$ cat src/rtl/lfsr_gen.sv
// Parametrised LFSR generator: Fibonacci/Galois selectable per cycle, STEPS shifts per advance,
// seed load, all-zero lock-up recovery and period measurement between returns to the start state.
module lfsr_gen #(
  parameter int unsigned      WIDTH = 4,
  parameter logic [WIDTH-1:0] TAPS  = 4'b1100,
  parameter logic [WIDTH-1:0] SEED  = 4'b1000,
  parameter int unsigned      STEPS = 1,
  parameter int unsigned      CW    = 16
) (
  input  logic             clk,
  input  logic             rst,
  input  logic             en,
  input  logic             mode_galois,
  input  logic             load,
  input  logic [WIDTH-1:0] load_val,
  output logic [WIDTH-1:0] state,
  output logic [STEPS-1:0] dout,
  output logic             dout_valid,
  output logic             lockup,
  output logic             wrap,
  output logic [CW-1:0]    period
);

  localparam int unsigned SW = CW + 32;

  // Stream contract: dout carries new bits exactly in cycles where dout_valid=1;
  // there is no back-pressure, every enabled advance is emitted once.
  logic [WIDTH-1:0] state_q, state_d;
  logic [WIDTH-1:0] start_q, start_d;
  logic [STEPS-1:0] dout_q, dout_d;
  logic             dout_valid_q, dout_valid_d;
  logic             lockup_q, lockup_d;
  logic             wrap_q, wrap_d;
  logic [CW-1:0]    cnt_q, cnt_d;
  logic [CW-1:0]    period_q, period_d;

  logic [WIDTH-1:0] walk;
  logic [STEPS:0]   bits_tmp;
  logic             hit;
  int unsigned      hit_k;

  function automatic logic [WIDTH-1:0] shift_one(input logic [WIDTH-1:0] s, input logic galois);
    if (galois) begin
      return {s[WIDTH-2:0], 1'b0} ^ ({WIDTH{s[WIDTH-1]}} & TAPS);
    end
    return {s[WIDTH-2:0], ^(s & TAPS)};
  endfunction

  // Counter add that clamps at all-ones instead of wrapping.
  function automatic logic [CW-1:0] sat_add(input logic [CW-1:0] a, input int unsigned b);
    logic [SW-1:0] sum;
    sum = SW'(a) + SW'(b);
    if (|sum[SW-1:CW]) begin
      return '1;
    end
    return sum[CW-1:0];
  endfunction

  always_comb begin
    walk     = state_q;
    bits_tmp = '0;
    hit      = 1'b0;
    hit_k    = 0;
    // Bits enter at the top and drift down, so the first emitted bit lands at dout[0].
    for (int unsigned k = 1; k <= STEPS; k++) begin
      bits_tmp = {walk[WIDTH-1], bits_tmp[STEPS:1]};
      walk     = shift_one(walk, mode_galois);
      if (!hit && (walk == start_q)) begin
        hit   = 1'b1;
        hit_k = k;
      end
    end
  end

  always_comb begin
    state_d      = state_q;
    start_d      = start_q;
    dout_d       = dout_q;
    dout_valid_d = 1'b0;
    lockup_d     = 1'b0;
    wrap_d       = 1'b0;
    cnt_d        = cnt_q;
    period_d     = period_q;
    if (load) begin
      state_d = load_val;
      start_d = load_val;
      cnt_d   = '0;
    end else if (en && (state_q == '0)) begin
      state_d  = SEED;
      start_d  = SEED;
      cnt_d    = '0;
      lockup_d = 1'b1;
    end else if (en) begin
      state_d      = walk;
      dout_d       = bits_tmp[STEPS:1];
      dout_valid_d = 1'b1;
      if (hit) begin
        wrap_d   = 1'b1;
        period_d = sat_add(cnt_q, hit_k);
        cnt_d    = CW'(STEPS - hit_k);
      end else begin
        cnt_d = sat_add(cnt_q, STEPS);
      end
    end
  end

  always_ff @(posedge clk or negedge rst) begin
    if (!rst) begin
      state_q      <= SEED;
      start_q      <= SEED;
      dout_q       <= '0;
      dout_valid_q <= 1'b0;
      lockup_q     <= 1'b0;
      wrap_q       <= 1'b0;
      cnt_q        <= '0;
      period_q     <= '0;
    end else begin
      state_q      <= state_d;
      start_q      <= start_d;
      dout_q       <= dout_d;
      dout_valid_q <= dout_valid_d;
      lockup_q     <= lockup_d;
      wrap_q       <= wrap_d;
      cnt_q        <= cnt_d;
      period_q     <= period_d;
    end
  end

  assign state      = state_q;
  assign dout       = dout_q;
  assign dout_valid = dout_valid_q;
  assign lockup     = lockup_q;
  assign wrap       = wrap_q;
  assign period     = period_q;

endmodule

$ cat config.mk
export PLATFORM = sky130hd
export DESIGN_NAME = lfsr_gen
export DESIGN_NICKNAME = d
export VERILOG_FILES = /design/src/rtl/lfsr_gen.sv
export SDC_FILE = /design/constraint.sdc
export NUM_CORES = 1
export LEC_CHECK = 0
export ABC_CLOCK_PERIOD_IN_PS = 6400
export CAP_MARGIN = 10
export CORE_ASPECT_RATIO = 1.25
export CORE_MARGIN = 8
export CORE_UTILIZATION = 59
export DETAILED_ROUTE_END_ITERATION = 8
export PLACE_DENSITY = 0.95
export SYNTH_ARGS = -nofsm -noshare
export SYNTH_HDL_FRONTEND = slang
export SYNTH_SLANG_ARGS = --single-unit
$ cat constraint.sdc
create_clock -name clk -period 6.4 [get_ports clk]
set_input_delay 1.28 -clock clk [delete_from_list [all_inputs] [get_ports clk]]
set_output_delay 1.28 -clock clk [all_outputs]
set_load 0.02 [all_outputs]
==> metrics.txt, run 1 <==
area leader, netlist=dfrtp_1; Internal Power=421 uW; grt ovf=0; Seq pwr share=52.3%; fraction of registers with async set/reset=100%; first-pass GRT wire length=9360 um; Post-CTS Setup Bufs=0; top cell type's share of synthesized area=41.5%; layout cells sized above 1=11.7%; final instance area=0.00291 mm2; LEAKAGE=1.32 nW; synthesis-stage register bit count=44; detailed-placement wirelength estimate=4060 um; met2 Use GR=29.9%; worst endpoint required time=6.58 ns; Hold Buf Count CTS=0; HP Class=reg -> reg; Net Sw Frac=28.5%; Antenna Nets Post-Route=0; Reg clk slew, reported paths=0.08 ns; RSZ-0062 raised after global routing=false; clk_skew=0.00582 ns; multi-input combinational cell area=0.00129 mm2; FILL cells=304; clock network fraction of total power=27.7%; crit path launch type=input port; Final Cycle Share=69.4%; WL/cell=16.4 um; largest cells by area after synthesis=dfrtp_1, mux2_4, nand2_1; Syn Nets=273; Die X=74.6 um; met1 usage=21.6%; final wirelength=5540 um; Slew Limit Fails=0; Sequential Area=0.00110 mm2; CTS-repair resized insts=0; Final min period=4.44 ns; CTS H-tree lvls=2; Netlist cell types=51; initial core utilization=61.8%; Setup TNS=0 ns; worst rel slew slack=36.1%; Final Net Count=294; Syn Area/Cell=9.74 um2; Total Power=589 uW; CTS buffer count=5; Setup violations, final=0; total number of vias=2041; Critical path destination=period[14]; clk root buf=clkbuf_8; CP Capture Type=register; met3 usage=4.38%; Area after DPL=0.00283 mm2; most frequent cell after synthesis=dfrtp_1; CTS tree=done; synthesized area=0.00253 mm2; GRT busiest layer=met2; Die Y=89.3 um; WP data arrival=4.62 ns; Core ar.=0.00410 mm2; cell area power density=202 mW/mm2; Crit Reg-Reg Endpoint=period[14]; via density per instance=6.06; peak supply drop=0.161 mV; Setup Crit Path Kind=in -> reg; number of enable-type register cells in the synthesized netlist=0; I/O pin cnt=33; Row Count=26; largest net degree at the start of global routing=45; Worst R2R Setup Slack=2.62 ns; synthesis-to-finish area growth=14.9%; Total GRT Usage=18.1%; vias in the first global route=2002; antenna cells=0; maxcap violations=0; status=completed; Final Hold Fails=0; final cell count without fillers=337; Ys Warns=0; I/O Buffers=32; Fmax achieved=0.225 GHz; Primary FF master, synth=dfrtp_1; Comb pwr share=20.1%; worst-path fanout max=7; DR iter-0 viols=240; critical path launch point=mode_galois; initial antenna violation count=0; area of the die=0.00666 mm2; worst skew pair latency=0.29 ns; Residual DRC=0; sw power=168 uW; r2r worst-path depth=12; routability-driven placement congestion ratio=0.901; Post-Synthesis Cells=260; placed cells=330; Clock Path Buffers=2; sequential cell area fraction in the yosys report=43.6%; worst r2r src=state[3]; first-pass iteration count of the detailed router=6; Worst Tran Pin Value=0.959 ns; # clock sinks=44; Post-synth top cells=dfrtp_1, nand2_1, o21ai_0
## critical path, cell delays in order
cell and delay (ns):
clkdlybuf4s50_1 0.51, mux2i_1 0.29, xnor2_1 0.15, or4_1 0.71
inv_1 0.15, ha_1 0.19, nand4_1 0.23, nor3_2 0.40
nand4_1 0.16, mux2_2 0.29, mux2_4 0.25
## how the worst min path moves through the flow
stage | startpoint | cells past startpoint | end | slack [ns]
floorplan | start_q[3] | 2 | start_q[3] | 0.45
global placement | start_q[3] | 2 | start_q[3] | 0.46
detailed placement | start_q[3] | 2 | start_q[3] | 0.46
CTS | start_q[3] | 2 | start_q[3] | 0.48
global route | start_q[3] | 2 | start_q[3] | 0.51
finish | start_q[3] | 2 | start_q[3] | 0.47
## kinds of logic (layout without fill, tap and decap cells)
kind of cell | count (synthesis) | in the layout | share of synthesized area (%)
xor gates and xnor gates | 13 | 13 | 5.09
and+or+nand+nor | 80 | 80 | 16.4
buffers and inverters | 30 | 51 | 5.58
DFF | 44 | 44 | 43.6
muxes | 17 | 17 | 8.79
adders and majority gates | 4 | 4 | 1.98
AOI/OAI and AO/OA | 72 | 72 | 18.6
## power groups by stage
stage / clock (mW) / sequential, mW / combinational (mW)
2_1_floorplan: 0 / 0.323 / 0.0621
3_3_place_gp: 0 / 0.312 / 0.116
3_5_place_dp: 0 / 0.313 / 0.119
4_1_cts: 0.165 / 0.308 / 0.119
5_1_grt: 0.180 / 0.310 / 0.130
6_report: 0.163 / 0.308 / 0.118
## placed cells by master, fill, tap and decap left out, types with 7 or more instances in the layout
cell | synthesis | layout
o21ai_0 | 21 | 21
dfrtp_1 | 42 | 42
nand2_1 | 29 | 29
a21oi_1 | 15 | 15
clkdlybuf4s50_1 | 0 | 31
inv_1 | 11 | 11
a22o_1 | 7 | 7
nor2_1 | 10 | 10
xnor2_1 | 9 | 9
nand4_1 | 9 | 9
mux2_4 | 9 | 9
## per-layer routing
layer,vias to the layer above,wire (um)
met1,935,2180
met4,0,236
met3,33,440
met5,-,0
met2,112,2680
li1,961,-
## metrics by stage
stage	util [%]	worst slack (ns)	hold WS (ns)
after floorplan	-	2.62	0.447
after global placement	69.1	1.87	0.457
after detailed placement	69.1	1.69	0.461
after CTS	71.0	1.98	0.477
after global routing	71.0	1.78	0.513
final	71.0	1.96	0.474
## sequential cells by signal, summed over array words and instances (netlist names)
register,flops
cnt_q,16
period,16
start_q,4
state,4
dout,1
dout_valid,1
lockup,1
wrap,1
## cell type report
| cell class | instances | area share, % |
|---|---|---|
| Multi-Input combinational cell | 186 | 44.5 |
| Sequential cell | 44 | 37.9 |
| Timing Repair Buffer | 33 | 11.1 |
| Clock buffer | 6 | 2.49 |
| Tap cell | 56 | 2.41 |
| Inverter | 11 | 1.42 |
| Clock inverter | 1 | 0.172 |
Power figures use the tool's default switching activity.
==> run 2: changes to the inputs <==
Settings changed: ABC_CLOCK_PERIOD_IN_PS 6400 to 3800, CORE_UTILIZATION 59 to 50, PLACE_DENSITY 0.95 to 0.86.
Clock period 6.4 ns to 3.8 ns, I/O delays scaled along.
==> run 2 against run 1 <==
Effect of this change: clock skew is 0.0024 ns lower; largest power group unchanged; cell area is 1.6% higher; critical endpoint unchanged; first-iteration DRC count down 30%; utilization is 12 points lower; die area rose by 14%; clock power up 84%; largest cell class unchanged.
==> metrics.txt, run 2 (synthesized netlist as in run 1, its figures left out) <==
via density per instance=5.86 (-3.2%); antenna cells=0 (unchanged); Setup TNS=0 ns (unchanged); LEAKAGE=1.34 nW (+1.3%); Final min period=3.44 ns; worst endpoint required time=3.98 ns (-2.60 ns); critical path's slowest cell=or4_1; initial antenna violation count=0 (unchanged); Row Count=29 (+12%); CTS H-tree lvls=2 (unchanged); RSZ-0062 raised after global routing=false; commonest non-fill, non-tap cell in the layout=dfrtp_1; Post-CTS Setup Bufs=0 (unchanged); first-pass iteration count of the detailed router=4 (-2); CP peak stage delay=0.57 ns (-0.14 ns); CTS-repair resized insts=0 (unchanged); worst-path cell chain=clkdlybuf4s50_1 > mux2i_1 > xnor2_1 > or4_1 > inv_1 > ha_1 > nand4_1 > nor3_2 > nand4_1 > mux2_2 > mux2_4; final wirelength=5630 um (+1.6%); clk root buf=clkbuf_8; FILL cells=426 (+40%); Core ar.=0.00497 mm2 (+21%); total number of vias=2034 (-0.34%); Die Y=95.6 um (+7.1%); WP data arrival=3.62 ns (-1.00 ns); CTS tree=done; I/O Buffers=32 (unchanged); grt ovf=0 (unchanged); largest net degree at the start of global routing=45 (unchanged); peak supply drop=0.187 mV (+16%); worst-path fanout max=3 (-4); maxcap violations=0 (unchanged); layout cells sized above 1=13.0% (+1.2 points); first-pass GRT wire length=9540 um (+1.9%); I/O pin cnt=33 (unchanged); HP Class=reg -> reg; most frequent cells in the layout=dfrtp_1, clkdlybuf4s50_1, nand2_1; Clock Path Buffers=2 (unchanged); Final Hold Fails=0 (unchanged); crit path launch type=input port; clk_skew=0.00337 ns (-0.00245 ns); cell area power density=345 mW/mm2 (+71%); Hold Buf Count CTS=0 (unchanged); detailed-placement wirelength estimate=4140 um (+2.0%); r2r worst-path depth=12 (unchanged); Setup Crit Path Kind=in -> reg; Final Cycle Share=90.4%; WL/cell=16.2 um (-1.3%); area of the die=0.00761 mm2 (+14%); Worst Tran Pin Value=0.973 ns (+0.0146 ns); status=completed; Slew Limit Fails=0 (unchanged); routability-driven placement congestion ratio=0.916 (+1.7%); Reg clk slew, reported paths=0.08 ns (about the same); CP Capture Type=register; worst rel slew slack=35.1% (-0.97 points); CTS buffer count=5 (unchanged); Residual DRC=0 (unchanged); Die X=79.7 um (+6.8%); synthesis-to-finish area growth=16.7%; Total GRT Usage=15.6% (-2.6 points); Fmax achieved=0.291 GHz; final instance area=0.00296 mm2 (+1.6%); Area after DPL=0.00286 mm2 (+1.1%); worst skew pair latency=0.29 ns (about the same); # clock sinks=44 (unchanged); vias in the first global route=2018 (+0.80%); Antenna Nets Post-Route=0 (unchanged); initial core utilization=50.9% (-11 points); Setup violations, final=0 (unchanged); hold-critical path depth=2 (unchanged); DR iter-0 viols=167 (-30%); Final Net Count=297 (+1.0%); Crit path top cell by count=nand4_1
-- run 2: cell count changes in the layout (fill, tap and decap cells not counted), sizes merged --
cell	delta
clkinv	-1
clkinvlp	+1
buf	+3
clkbuf	+1
-- run 2: worst paths after layout --
path                         endpoint  slack (ns)        start
min in group asynchronous   cnt_q[11]        0.62          rst
hold / removal             start_q[3]        0.47   start_q[3]
setup / recovery           period[14]        0.36  mode_galois
setup reg to reg           period[14]        0.50     state[3]
hold reg to reg            start_q[3]        0.47   start_q[3]
max in group asynchronous    cnt_q[1]        2.58          rst
-- run 2: layout make-up --
class	count	area [um2]	area share, %
repair buffers	36	345	11.7
multi-input cells	186	1290	43.8
well taps	62	77.6	2.62
flip-flops and latches	44	1100	37.3
clock inverters	1	7.51	0.254
clock buffers	7	86.3	2.92
inverters	11	41.3	1.40
-- run 2: critical path: cells and delay by family --
family                     cells  cell delay, ns
adders and majority gates      1            0.18
xor gates and xnor gates       1            0.15
buffers and inverters          2            0.60
and+or+nand+nor                4            1.10
muxes                          3            0.83
-- run 2: power by group --
group | internal, mW | switching, mW
Combinational | 0.0921 | 0.111
Clock | 0.148 | 0.152
Sequential | 0.495 | 0.0229
Total | 0.735 | 0.286
-- run 2: through the flow --
stage / setup slack [ns] / instances / hold WS (ns) / total power [mW] / util (%)
floorplan: 0.407 / 260 / 0.447 / 0.649 / -
global placement: 0.153 / 339 / 0.460 / 0.724 / 57.6
detailed placement: 0.0683 / 339 / 0.461 / 0.731 / 57.6
CTS: 0.386 / 347 / 0.473 / 1.03 / 59.5
global route: 0.162 / 347 / 0.497 / 1.07 / 59.5
finish: 0.363 / 347 / 0.473 / 1.02 / 59.5
-- run 2: per-layer routing --
metal  vias to the layer above  wire, um  GRT usage, %
li1                        973         -             -
met1                       982      2290          18.2
met2                        65      2970          27.0
met3                        14       232          2.36
met4                         0       142          7.74
met5                         -         0             0
==> run 3: changes to the inputs <==
Settings changed: CORE_ASPECT_RATIO 1.25 to 1.1, HOLD_SLACK_MARGIN set to 0.03.
==> run 3 against run 2 <==
Effect of this change: sequential share of layout area increased by 0.063 points; power is 0.70% higher; non-clock buffer count stayed put; largest cell class unchanged; largest power group unchanged.
==> metrics.txt, run 3 (synthesized netlist as in run 1, its figures left out) <==
# clock sinks=44 (unchanged); worst skew pair latency=0.30 ns (about the same); Crit path top cell by count=nand4_1; CTS H-tree lvls=2 (unchanged); final cell count without fillers=343 (-1.2%); Final Hold Fails=0 (unchanged); total number of vias=2058 (+1.2%); worst rel slew slack=35.3% (+0.14 points); Final Net Count=297 (unchanged); DR iter-0 viols=198 (+19%); CTS buffer count=5 (unchanged); Die X=83.9 um (+5.3%); Slew Limit Fails=0 (unchanged); WP data arrival=3.61 ns (about the same); synthesis-to-finish area growth=16.6%; routability-driven placement congestion ratio=0.915 (-0.11%); I/O pin cnt=33 (unchanged); I/O Buffers=32 (unchanged); Antenna Nets Post-Route=0 (unchanged); Fmax achieved=0.292 GHz (+0.27%); largest net degree at the start of global routing=45 (unchanged); Hold Buf Count CTS=0 (unchanged); Clock Path Buffers=2 (unchanged); cell area power density=348 mW/mm2 (+0.87%); Core ar.=0.00493 mm2 (-0.78%); maxcap violations=0 (unchanged); Reg clk slew, reported paths=0.09 ns (about the same); Crit path max-delay family=simple AND/OR/NAND/NOR gates; LEAKAGE=1.34 nW (about the same); layout cells sized above 1=13.0% (unchanged); commonest non-fill, non-tap cell in the layout=dfrtp_1; Post-CTS Setup Bufs=0 (unchanged); post-layout util=59.8% (+0.37 points); grt ovf=0 (unchanged); initial core utilization=51.3% (+0.40 points); Total GRT Usage=15.0% (-0.58 points); clk root buf=clkbuf_8; WL/cell=16.2 um (+0.11%); Residual DRC=0 (unchanged); Setup violations, final=0 (unchanged); worst-path cell chain=clkdlybuf4s50_1 > mux2i_1 > xnor2_1 > or4_1 > inv_1 > ha_1 > nand4_1 > nor3_2 > nand4_1 > mux2_2 > mux2_4; Final Cycle Share=90.2% (-0.24 points); Row Count=27 (-6.9%); worst endpoint required time=3.99 ns (about the same); CP bufs+invs=2 (unchanged); placed cells=334 (-1.5%); most frequent cells in the layout=dfrtp_1, clkdlybuf4s50_1, nand2_1; first-pass GRT wire length=9640 um (+1.0%); antenna cells=0 (unchanged); Final min period=3.43 ns (-0.00924 ns); CTS-repair resized insts=0 (unchanged); Die Y=90.6 um (-5.2%); CP Capture Type=register; CTS tree=done; Setup TNS=0 ns (unchanged); clk_skew=0.00806 ns (+0.00469 ns); detailed-placement wirelength estimate=3980 um (-3.9%); HP Class=reg -> reg; worst-path fanout max=3 (unchanged); final wirelength=5570 um (-1.0%); crit path launch type=input port; Worst Tran Pin Value=0.971 ns (-0.00208 ns); Setup Crit Path Kind=in -> reg; area of the die=0.00760 mm2 (-0.16%); via density per instance=6.00 (+2.4%); status=completed; first-pass iteration count of the detailed router=6 (+2); CP peak stage delay=0.56 ns (about the same); RSZ-0062 raised after global routing=false; initial antenna violation count=0 (unchanged); vias in the first global route=2073 (+2.7%); peak supply drop=0.272 mV (+45%); Worst R2R Setup Slack=0.51 ns (about the same); critical path's slowest cell=or4_1
[run 3: changes by cell type in the layout (fill, tap and decap cells not counted), sizes merged]
cell | before | now
clkbuf | 7 | 8
buf | 5 | 4
[run 3: metal layers]
metal / track usage [%] / routed length, um
met1: 17.9 / 2350
met2: 24.0 / 2710
met3: 4.60 / 421
met4: 6.63 / 92
met5: 0 / 0
[run 3: area by class of cell]
class	instances	area (um2)
Timing Repair Buffer	36	345
Multi-Input combinational cell	186	1290
Tap cell	58	72.6
Clock inverter	1	7.51
Inverter	11	41.3
Clock buffer	7	86.3
Fill cell	423	1980
Sequential cell	44	1100
[run 3: worst paths after layout]
| check | from | to | cells after the start |
|---|---|---|---|
| setup / recovery | mode_galois | period[14] | 11 |
| setup reg to reg | state[3] | period[14] | 12 |
| min in group asynchronous | rst | cnt_q[12] | 1 |
| hold / removal | start_q[3] | start_q[3] | 2 |
| max in group asynchronous | rst | wrap | 1 |
| hold reg to reg | start_q[3] | start_q[3] | 2 |
[run 3: worst reg2reg max path: stages, from the launching register on]
cell     delay (ns)
dfstp_2        0.55
inv_1          0.05
ha_1           0.28
mux2i_1        0.22
xnor2_1        0.15
or4_1          0.56
inv_1          0.10
ha_1           0.18
nand4_1        0.17
nor3_2         0.21
nand4_1        0.14
mux2_2         0.31
mux2_4         0.26
[run 3: report_power, final]
part           switching [mW]  internal [mW]  total [mW]
logic                   0.111         0.0914       0.203
clock network           0.160          0.148       0.308
registers              0.0222          0.495       0.517
[run 3: metrics by stage]
stage          setup WS, ns  instance area [um2]  hold WS (ns)  total power, mW
6_report              0.372                 2950         0.475             1.03
4_1_cts               0.387                 2940         0.478             1.03
5_1_grt               0.183                 2950         0.500             1.07
2_1_floorplan         0.407                 2530         0.447            0.649
3_5_place_dp         0.0930                 2850         0.460            0.729
3_3_place_gp          0.140                 2850         0.457            0.723
